===== src/rtl/apu_pkg.sv =====
// Shared APU constants: frame-sequencer step cycles, $4017 field layout and mode encoding.
// Imported by the frame sequencer and by the channel instances it clocks.
package apu_pkg;

    localparam int STEP1    = 7457;
    localparam int STEP2    = 14913;
    localparam int STEP3    = 22371;
    localparam int STEP4    = 29829;
    localparam int STEP5    = 37281;
    localparam int WR_DELAY = 3;

    typedef enum logic {
        MODE_4STEP = 1'b0,
        MODE_5STEP = 1'b1
    } seq_mode_e;

    localparam int MODE_BIT    = 7;
    localparam int INHIBIT_BIT = 6;

endpackage


===== src/rtl/apu_frame_sequencer.sv =====
// APU frame counter: counts CPU cycles, emits quarter/half-frame clocks to the channels
// and raises the frame IRQ. Reconfigured through delayed-effect writes to $4017.
module apu_frame_sequencer #(
    parameter int CNT_W    = 16,
    parameter int STEP1    = apu_pkg::STEP1,
    parameter int STEP2    = apu_pkg::STEP2,
    parameter int STEP3    = apu_pkg::STEP3,
    parameter int STEP4    = apu_pkg::STEP4,
    parameter int STEP5    = apu_pkg::STEP5,
    parameter int WR_DELAY = apu_pkg::WR_DELAY
) (
    input  logic       clk,
    input  logic       rst_n,
    input  logic       cpu_ce,
    input  logic       wr_4017,
    input  logic [7:0] wr_data,
    input  logic       status_rd,
    output logic       quarter_frame,
    output logic       half_frame,
    output logic       frame_irq,
    output logic       mode
);
    import apu_pkg::*;

    localparam int               DLY_W    = $clog2(WR_DELAY + 1);
    localparam logic [DLY_W-1:0] DLY_INIT = DLY_W'(WR_DELAY);
    localparam logic [DLY_W-1:0] DLY_ONE  = DLY_W'(1);

    logic [CNT_W-1:0] cnt, cnt_nxt;
    logic [DLY_W-1:0] delay, delay_nxt;
    logic             mode_nxt;
    logic             irq_inhibit, irq_inhibit_nxt;
    logic             pending, pending_nxt;
    logic             pending_mode, pending_mode_nxt;
    logic             just_wrapped, just_wrapped_nxt;
    logic             quarter_nxt, half_nxt, irq_nxt;
    logic             step_q, step_h, at_wrap, irq_window;
    logic             inhibit_eff, apply, irq_set;
    logic             unused_wr_bits;

    assign unused_wr_bits = ^wr_data[5:0];

    // Step decode on the pre-increment count.
    always_comb begin
        step_q = 1'b0;
        step_h = 1'b0;
        if (cnt == CNT_W'(STEP1) || cnt == CNT_W'(STEP3)) begin
            step_q = 1'b1;
        end else if (cnt == CNT_W'(STEP2)) begin
            step_q = 1'b1;
            step_h = 1'b1;
        end else if (mode == MODE_4STEP && cnt == CNT_W'(STEP4)) begin
            step_q = 1'b1;
            step_h = 1'b1;
        end else if (mode == MODE_5STEP && cnt == CNT_W'(STEP5)) begin
            step_q = 1'b1;
            step_h = 1'b1;
        end
        at_wrap    = (mode == MODE_5STEP) ? (cnt == CNT_W'(STEP5)) : (cnt == CNT_W'(STEP4));
        // cnt == 0 only counts as the third IRQ cycle when it follows a natural wrap.
        irq_window = (cnt == CNT_W'(STEP4 - 1)) || (cnt == CNT_W'(STEP4)) ||
                     (cnt == '0 && just_wrapped);
    end

    always_comb begin
        cnt_nxt          = cnt;
        delay_nxt        = delay;
        mode_nxt         = mode;
        irq_inhibit_nxt  = irq_inhibit;
        pending_nxt      = pending;
        pending_mode_nxt = pending_mode;
        just_wrapped_nxt = just_wrapped;
        quarter_nxt      = 1'b0;
        half_nxt         = 1'b0;
        irq_set          = 1'b0;
        // A write on this clk both restarts the delay and takes effect on the inhibit at once.
        inhibit_eff      = wr_4017 ? wr_data[INHIBIT_BIT] : irq_inhibit;
        apply            = cpu_ce && !wr_4017 && pending && (delay == DLY_ONE);

        if (cpu_ce) begin
            if (apply) begin
                cnt_nxt          = '0;
                mode_nxt         = pending_mode;
                pending_nxt      = 1'b0;
                delay_nxt        = '0;
                just_wrapped_nxt = 1'b0;
                quarter_nxt      = pending_mode;
                half_nxt         = pending_mode;
            end else begin
                cnt_nxt          = at_wrap ? '0 : cnt + 1'b1;
                just_wrapped_nxt = at_wrap;
                quarter_nxt      = step_q;
                half_nxt         = step_h;
                irq_set          = irq_window && (mode == MODE_4STEP) && !inhibit_eff;
                if (pending && !wr_4017 && delay != '0) begin
                    delay_nxt = delay - 1'b1;
                end
            end
        end

        if (wr_4017) begin
            irq_inhibit_nxt  = wr_data[INHIBIT_BIT];
            pending_nxt      = 1'b1;
            pending_mode_nxt = wr_data[MODE_BIT];
            delay_nxt        = DLY_INIT;
        end

        irq_nxt = frame_irq;
        if (irq_set) begin
            irq_nxt = 1'b1;
        end else if (status_rd || (wr_4017 && wr_data[INHIBIT_BIT])) begin
            irq_nxt = 1'b0;
        end
    end

    always_ff @(posedge clk or negedge rst_n) begin
        if (!rst_n) begin
            cnt           <= '0;
            delay         <= '0;
            mode          <= 1'b0;
            irq_inhibit   <= 1'b0;
            pending       <= 1'b0;
            pending_mode  <= 1'b0;
            just_wrapped  <= 1'b0;
            quarter_frame <= 1'b0;
            half_frame    <= 1'b0;
            frame_irq     <= 1'b0;
        end else begin
            cnt           <= cnt_nxt;
            delay         <= delay_nxt;
            mode          <= mode_nxt;
            irq_inhibit   <= irq_inhibit_nxt;
            pending       <= pending_nxt;
            pending_mode  <= pending_mode_nxt;
            just_wrapped  <= just_wrapped_nxt;
            quarter_frame <= quarter_nxt;
            half_frame    <= half_nxt;
            frame_irq     <= irq_nxt;
        end
    end

endmodule


===== config.mk =====
export PLATFORM = sky130hd
export DESIGN_NAME = apu_frame_sequencer
export DESIGN_NICKNAME = d
export VERILOG_FILES = /design/src/rtl/apu_pkg.sv /design/src/rtl/apu_frame_sequencer.sv
export SDC_FILE = /design/constraint.sdc
export NUM_CORES = 1
export LEC_CHECK = 0
export CAP_MARGIN = 20
export CORE_MARGIN = 1
export CORE_UTILIZATION = 55
export CTS_CLUSTER_DIAMETER = 120
export DETAILED_ROUTE_END_ITERATION = 8
export GPL_ROUTABILITY_DRIVEN = 0
export PLACE_DENSITY = 0.82
export SLEW_MARGIN = 20
export SYNTH_ARGS = -nofsm -noshare
export SYNTH_HDL_FRONTEND = slang
export SYNTH_SLANG_ARGS = --single-unit

===== constraint.sdc =====
create_clock -name clk -period 2.62 [get_ports clk]
set_input_delay 0.262 -clock clk [delete_from_list [all_inputs] [get_ports clk]]
set_output_delay 0.262 -clock clk [all_outputs]
set_load 0.1 [all_outputs]

==> results of run 1 <==
[final cells by class]
class | instances | area share
Sequential cell | 26 | 0.363
Tap cell | 31 | 0.0216
Inverter | 18 | 0.0377
Timing Repair Buffer | 16 | 0.0754
Multi-Input combinational cell | 126 | 0.482
Clock buffer | 4 | 0.0203
[flip-flops by register name, indices dropped and copies added, names as in the netlist]
| signal | cells |
|---|---|
| cnt | 16 |
| delay | 2 |
| frame_irq | 1 |
| half_frame | 1 |
| irq_inhibit | 1 |
| just_wrapped | 1 |
| mode | 1 |
| pending | 1 |
| pending_mode | 1 |
| quarter_frame | 1 |
[worst max-delay path by stage]
stage                     slack [ps]  endpoint  startpoint
after floorplan                  520    cnt[2]        mode
after global placement           500    cnt[6]      cnt[1]
after detailed placement         350   cnt[13]      cnt[1]
after CTS                        310   cnt[13]      cnt[1]
after global routing             190   cnt[13]      cnt[1]
final                            290   cnt[13]      cnt[1]
[critical path, delay by kind of cell (launching register included)]
family | cells | cell delay [ps]
AO/OA/AOI/OAI | 2 | 890
adder cells (fa/ha/maj) | 1 | 220
buffers and inverters | 1 | 90
flip-flops | 1 | 420
AND/OR/NAND/NOR | 3 | 620
[report_power, final]
| group | switching (W) | internal [W] | total, W | leakage [nW] |
|---|---|---|---|---|
| Clock | 0.000122 | 0.0000852 | 0.000207 | 0.0210 |
| Sequential | 0.000116 | 0.000473 | 0.000589 | 0.323 |
| Combinational | 0.000246 | 0.000127 | 0.000372 | 0.395 |
| Total | 0.000483 | 0.000685 | 0.00117 | 0.739 |
[kinds of logic after synthesis]
logic type / after synthesis
and+or+nand+nor: 77
AOI/OAI and AO/OA: 40
DFF: 26
buffers and inverters: 25
adders and majority gates: 5
xor gates and xnor gates: 2
muxes: 2
[routing by layer]
metal  routed length, um  track usage  part of all wire  vias up
met5                   0            0                 0        -
met4                 104        0.157             0.027        0
met3                 200       0.0230             0.053       11
met2                1910        0.440              0.50       64
met1                1580        0.332              0.42      707
li1                    -            -                 -      686
[cells in the mapped netlist (3+ instances only)]
master	number
nand2_1	17
nor4_1	6
a31oi_1	9
nor3_1	8
inv_2	3
ha_1	5
nand2b_1	3
inv_1	15
nand3_1	12
nor2_1	5
o211ai_1	3
clkbuf_1	3
buf_2	3
a21oi_1	3
nand3b_1	3
nand4_1	8
dfrtp_1	26
o21ai_0	8
o311ai_1	3
[metrics by stage]
step           power (W)  instances   util  setup slack, ps  area (sq um)
4_1_cts          0.00117        221  0.644              313          1790
3_3_place_gp    0.000939        217  0.631              500          1760
6_report         0.00117        221  0.644              286          1790
2_1_floorplan   0.000844        177      -              523          1620
5_1_grt          0.00124        221  0.644              187          1790
3_5_place_dp    0.000962        217  0.631              349          1760
==> results.py, run 1 <==
metrics = {
    "status": {
        "outcome": "finished clean",
    },
    "synthesis": {
        "synth-edff-count": 0,
        "yosys-top-cells-area": "dfrtp_1 (40%), nand2_1 (3.9%), ha_1 (3.9%)",
        "synth_mux_area_frac": 0.0139,
        "synth_xor_area_frac": 0.0108,
        "async_reset_ff_frac": 1.00,
        "synth_largest_area_cell": "dfrtp_1",
        "synth.distinct_cells": 46,
        "synth_nets": 195,
        "synthAdderAreaFrac": 0.0386,
        "synth_area_sq_um": 1620,
        "ys_seq_elements": 26,
        "seq_area_frac_synth": 0.402,
        "synth_top_family_by_area": "simple AND/OR/NAND/NOR gates",
        "synth_compound_area_frac": 0.186,
        "syn_area_per_cell_sq_um": 9.15,
        "syn_inst": 177,
        "synth_top_area_share": 0.402,
        "synth-simple-area-share": 0.284,
        "synth_ff_type": "dfrtp_1",
        "synth_warnings": 0,
    },
    "layout": {
        "drive_gt1_frac": 0.142,
        "final_cell_mix": "dfrtp_1 (26), nand2_1 (17), inv_1 (15)",
        "synthToLayoutAreaGrowth_pct": 10.7,
        "diodes": 0,
        "layout_commonest_cell": "dfrtp_1",
        "regArea_sq_um": 651,
        "num-fill-cells": 230,
        "multi_input_area_sq_um": 863,
        "nNetsFinal": 209,
    },
    "clock_tree": {
        "cts_sinks": 26,
        "cts_buffers": 3,
        "cts_tree": "built",
        "root_buffer": "clkbuf_4",
        "cts.clk_slew.worst_paths_ps": 140,
        "post_cts_resized": 0,
        "clk_latency_ps": 330,
        "clock_path_buffers": 2,
        "h-tree-depth": 1,
        "ctsHoldBuffers": 0,
        "post_cts_buffers": 0,
    },
    "routing": {
        "vias": 1468,
        "dr.pass1.iters": 4,
        "vias_per_cell": 6.64,
        "ant_nets": 0,
        "routedWlPerCell_um": 17.2,
        "wirelength_mm": 3.80,
        "drt_iter0_drc": 67,
        "drc_errors": 0,
    },
    "setup_path": {
        "path_cells": "inv_1 -> ha_1 -> nor4bb_1 -> and4_1 -> a32oi_4 -> nand2_4 -> o311ai_1",
        "cp-start-kind": "flip-flop",
        "arrival_ps": 2570,
        "cp_max_fo": 17,
        "end_kind": "flip-flop",
        "crit_type": "flip-flop to flip-flop",
        "slowest_stage": "a32oi_4",
        "reg2reg_depth": 7,
        "ff2ff_setup_slack_ps": 290,
        "r2r-start": "cnt[1]",
        "worstReg2RegEnd": "cnt[13]",
        "slowest_delay_ps": 550,
        "cp.required_ps": 2850,
    },
    "timing": {
        "finClkSkew_ps": 4.41,
        "period_minus_slack_ps": 2330,
        "rsz0062_at_grt": "no",
        "post-route-period-util": 0.891,
        "setup_violations": 0,
        "slew_headroom": 0.576,
        "finalHoldViolations": 0,
        "fmax_mhz": 429,
        "report.final.slew_viol_count": 0,
        "hold_ws_ps": 287,
        "tightestPinTransition_ps": 636,
        "fin_setup_tns_ps": 0,
    },
    "power_and_ir_drop": {
        "p_leak_nw": 0.739,
        "irDropWorstVdd_mv": 0.460,
        "powerDensity_nw_per_um2": 652,
    },
    "global_route": {
        "grt_max_degree": 27,
        "grt_overflow": 0,
        "grt_pass1_vias": 1442,
        "grt_pass1_wl_mm": 6.43,
        "grt_use_total": 0.263,
        "antenna_found_initial": 0,
    },
    "run": {
        "maxCapViolations": 0,
    },
    "die": {
        "io_pins": 17,
        "initial_utilization": 0.582,
        "dieArea_sq_um": 3160,
        "coreArea_sq_um": 2780,
        "num_rows": 19,
        "die_w_um": 56.3,
        "die_y_um": 56.3,
    },
    "placement": {
        "io_buffer_count": 10,
        "dp_hpwl_mm": 2.79,
    },
    "worst_hold_path": {
        "hold_path_class": "input port to asynchronous set/reset pin",
    },
}
Note: power is estimated with default switching activity, not from simulation.
==> run 2, diff against run 1 <==
==> constraint.sdc (replaced) <==
create_clock -name clk -period 2.7 [get_ports clk]
set_input_delay 0.27 -clock clk [delete_from_list [all_inputs] [get_ports clk]]
set_output_delay 0.27 -clock clk [all_outputs]
set_load 0.1 [all_outputs]
==> results.py, run 2 (synthesis gave the netlist of run 1 again) <==
metrics = {
    "layout": {
        "nNetsFinal": 209,
        "finish.instance_area_sq_um": 1790,
        "layout_commonest_cell": "dfrtp_1",
        "drive_gt1_frac": 0.142,
        "synthToLayoutAreaGrowth_pct": 10.7,
        "largest_reg_flops": 16,
        "registers.top_by_ff_count": "cnt",
        "num-fill-cells": 221,
        "final_cell_mix": "dfrtp_1 (26), nand2_1 (17), inv_1 (15)",
        "diodes": 0,
        "reg_top3": "cnt (16), delay (2)",
    },
    "die": {
        "io_pins": 17,
        "num_rows": 19,
        "die_w_um": 56.3,
        "coreArea_sq_um": 2780,
        "dieArea_sq_um": 3160,
        "initial_utilization": 0.582,
        "die_y_um": 56.3,
    },
    "timing": {
        "fmax_mhz": 435,
        "tightestPinTransition_ps": 617,
        "period_minus_slack_ps": 2300,
        "rsz0062_at_grt": "no",
        "report.final.slew_viol_count": 0,
        "finClkSkew_ps": 2.23,
        "post-route-period-util": 0.851,
        "fin_setup_tns_ps": 0,
        "slew_headroom": 0.588,
        "setup_violations": 0,
        "finalHoldViolations": 0,
    },
    "global_route": {
        "grtUsageMet1": 0.345,
        "grt.busiest_layer": "met2",
        "grt_overflow": 0,
        "grt_pass1_wl_mm": 6.63,
        "grt_use_total": 0.269,
        "use_met2": 0.456,
        "grt_pass1_vias": 1467,
        "antenna_found_initial": 0,
        "met3_usage": 0.0253,
        "grt_max_degree": 27,
    },
    "setup_path": {
        "ff2ff_setup_slack_ps": 400,
        "cp.required_ps": 2920,
        "cp-start-kind": "flip-flop",
        "cp_max_fo": 17,
        "r2r-start": "cnt[1]",
        "reg2reg_depth": 7,
        "crit_type": "flip-flop to flip-flop",
        "end_kind": "flip-flop",
        "arrival_ps": 2520,
        "worstReg2RegEnd": "cnt[13]",
    },
    "clock_tree": {
        "cts_sinks": 26,
        "cts_buffers": 3,
        "root_buffer": "clkbuf_4",
        "clk_latency_ps": 320,
        "cts_tree": "built",
        "clock_path_buffers": 2,
        "cts.clk_slew.worst_paths_ps": 140,
        "ctsHoldBuffers": 0,
        "post_cts_buffers": 0,
        "post_cts_resized": 0,
        "h-tree-depth": 1,
    },
    "power_and_ir_drop": {
        "p_leak_nw": 0.739,
        "pwr-share-comb": 0.322,
        "irDropWorstVdd_mv": 0.606,
        "pwr-share-seq": 0.505,
        "net-switching-power_w": 0.000471,
        "swShare": 0.415,
        "internal_power_w": 0.000666,
        "clockPowerShare": 0.173,
        "powerDensity_nw_per_um2": 635,
    },
    "routing": {
        "dr.pass1.iters": 4,
        "wirelength_mm": 3.87,
        "vias": 1515,
        "routedWlPerCell_um": 17.5,
        "ant_nets": 0,
        "vias_per_cell": 6.86,
        "drt_iter0_drc": 68,
        "drc_errors": 0,
    },
    "worst_hold_path": {
        "hold_path_class": "input port to asynchronous set/reset pin",
    },
    "placement": {
        "dpl_cell_area_sq_um": 1760,
        "dp_hpwl_mm": 2.81,
        "io_buffer_count": 10,
    },
    "status": {
        "outcome": "finished clean",
    },
    "run": {
        "maxCapViolations": 0,
    },
}
==> run 2: cell counts in the layout (fill, tap and decap cells not counted) <==
Identical to the previous run, type by type.
==> run 2: routing by layer <==
layer,part of all wire,up-vias
met5,0,-
met2,0.50,78
met4,0.021,0
met3,0.064,10
met1,0.41,742
li1,-,685
==> run 2: worst max-delay path by stage <==
stage	depth (start not counted)	to	startpoint
after global placement	7	cnt[6]	cnt[1]
after detailed placement	7	cnt[13]	cnt[1]
after global routing	7	cnt[6]	cnt[1]
after floorplan	6	cnt[2]	mode
after CTS	7	cnt[13]	cnt[1]
final	7	cnt[13]	cnt[1]
==> run 2: critical path, stage by stage, from the launching register on <==
cell      delay (ps)
dfrtp_1          410
inv_1             90
ha_1             210
nor4bb_1         170
and4_1           250
a32oi_4          530
nand2_4          190
o311ai_1         340
==> run 2: final cells by class <==
type | count | area, sq um | share of cell area
inverter | 18 | 67.6 | 0.0377
clock buffer | 4 | 36.3 | 0.0203
timing repair buffer | 16 | 135 | 0.0754
multi-input combinational | 126 | 863 | 0.482
tap | 31 | 38.8 | 0.0216
sequential | 26 | 651 | 0.363
==> run 2: power groups by stage <==
stage / clock [W] / combinational, W / sequential (W)
finish: 0.000197 / 0.000366 / 0.000574
global route: 0.000217 / 0.000402 / 0.000588
CTS: 0.000203 / 0.000365 / 0.000570
detailed placement: 0 / 0.000361 / 0.000577
global placement: 0 / 0.000339 / 0.000572
floorplan: 0 / 0.000217 / 0.000602
==> run 2: stage by stage <==
step	cells	total power (W)	hold slack, ps	utilization	setup slack (ps)
2_1_floorplan	177	0.000819	-25.6	-	603
3_3_place_gp	217	0.000911	465	0.631	579
3_5_place_dp	217	0.000938	469	0.631	444
4_1_cts	221	0.00114	318	0.644	422
5_1_grt	221	0.00121	332	0.644	275
6_report	221	0.00114	313	0.644	403
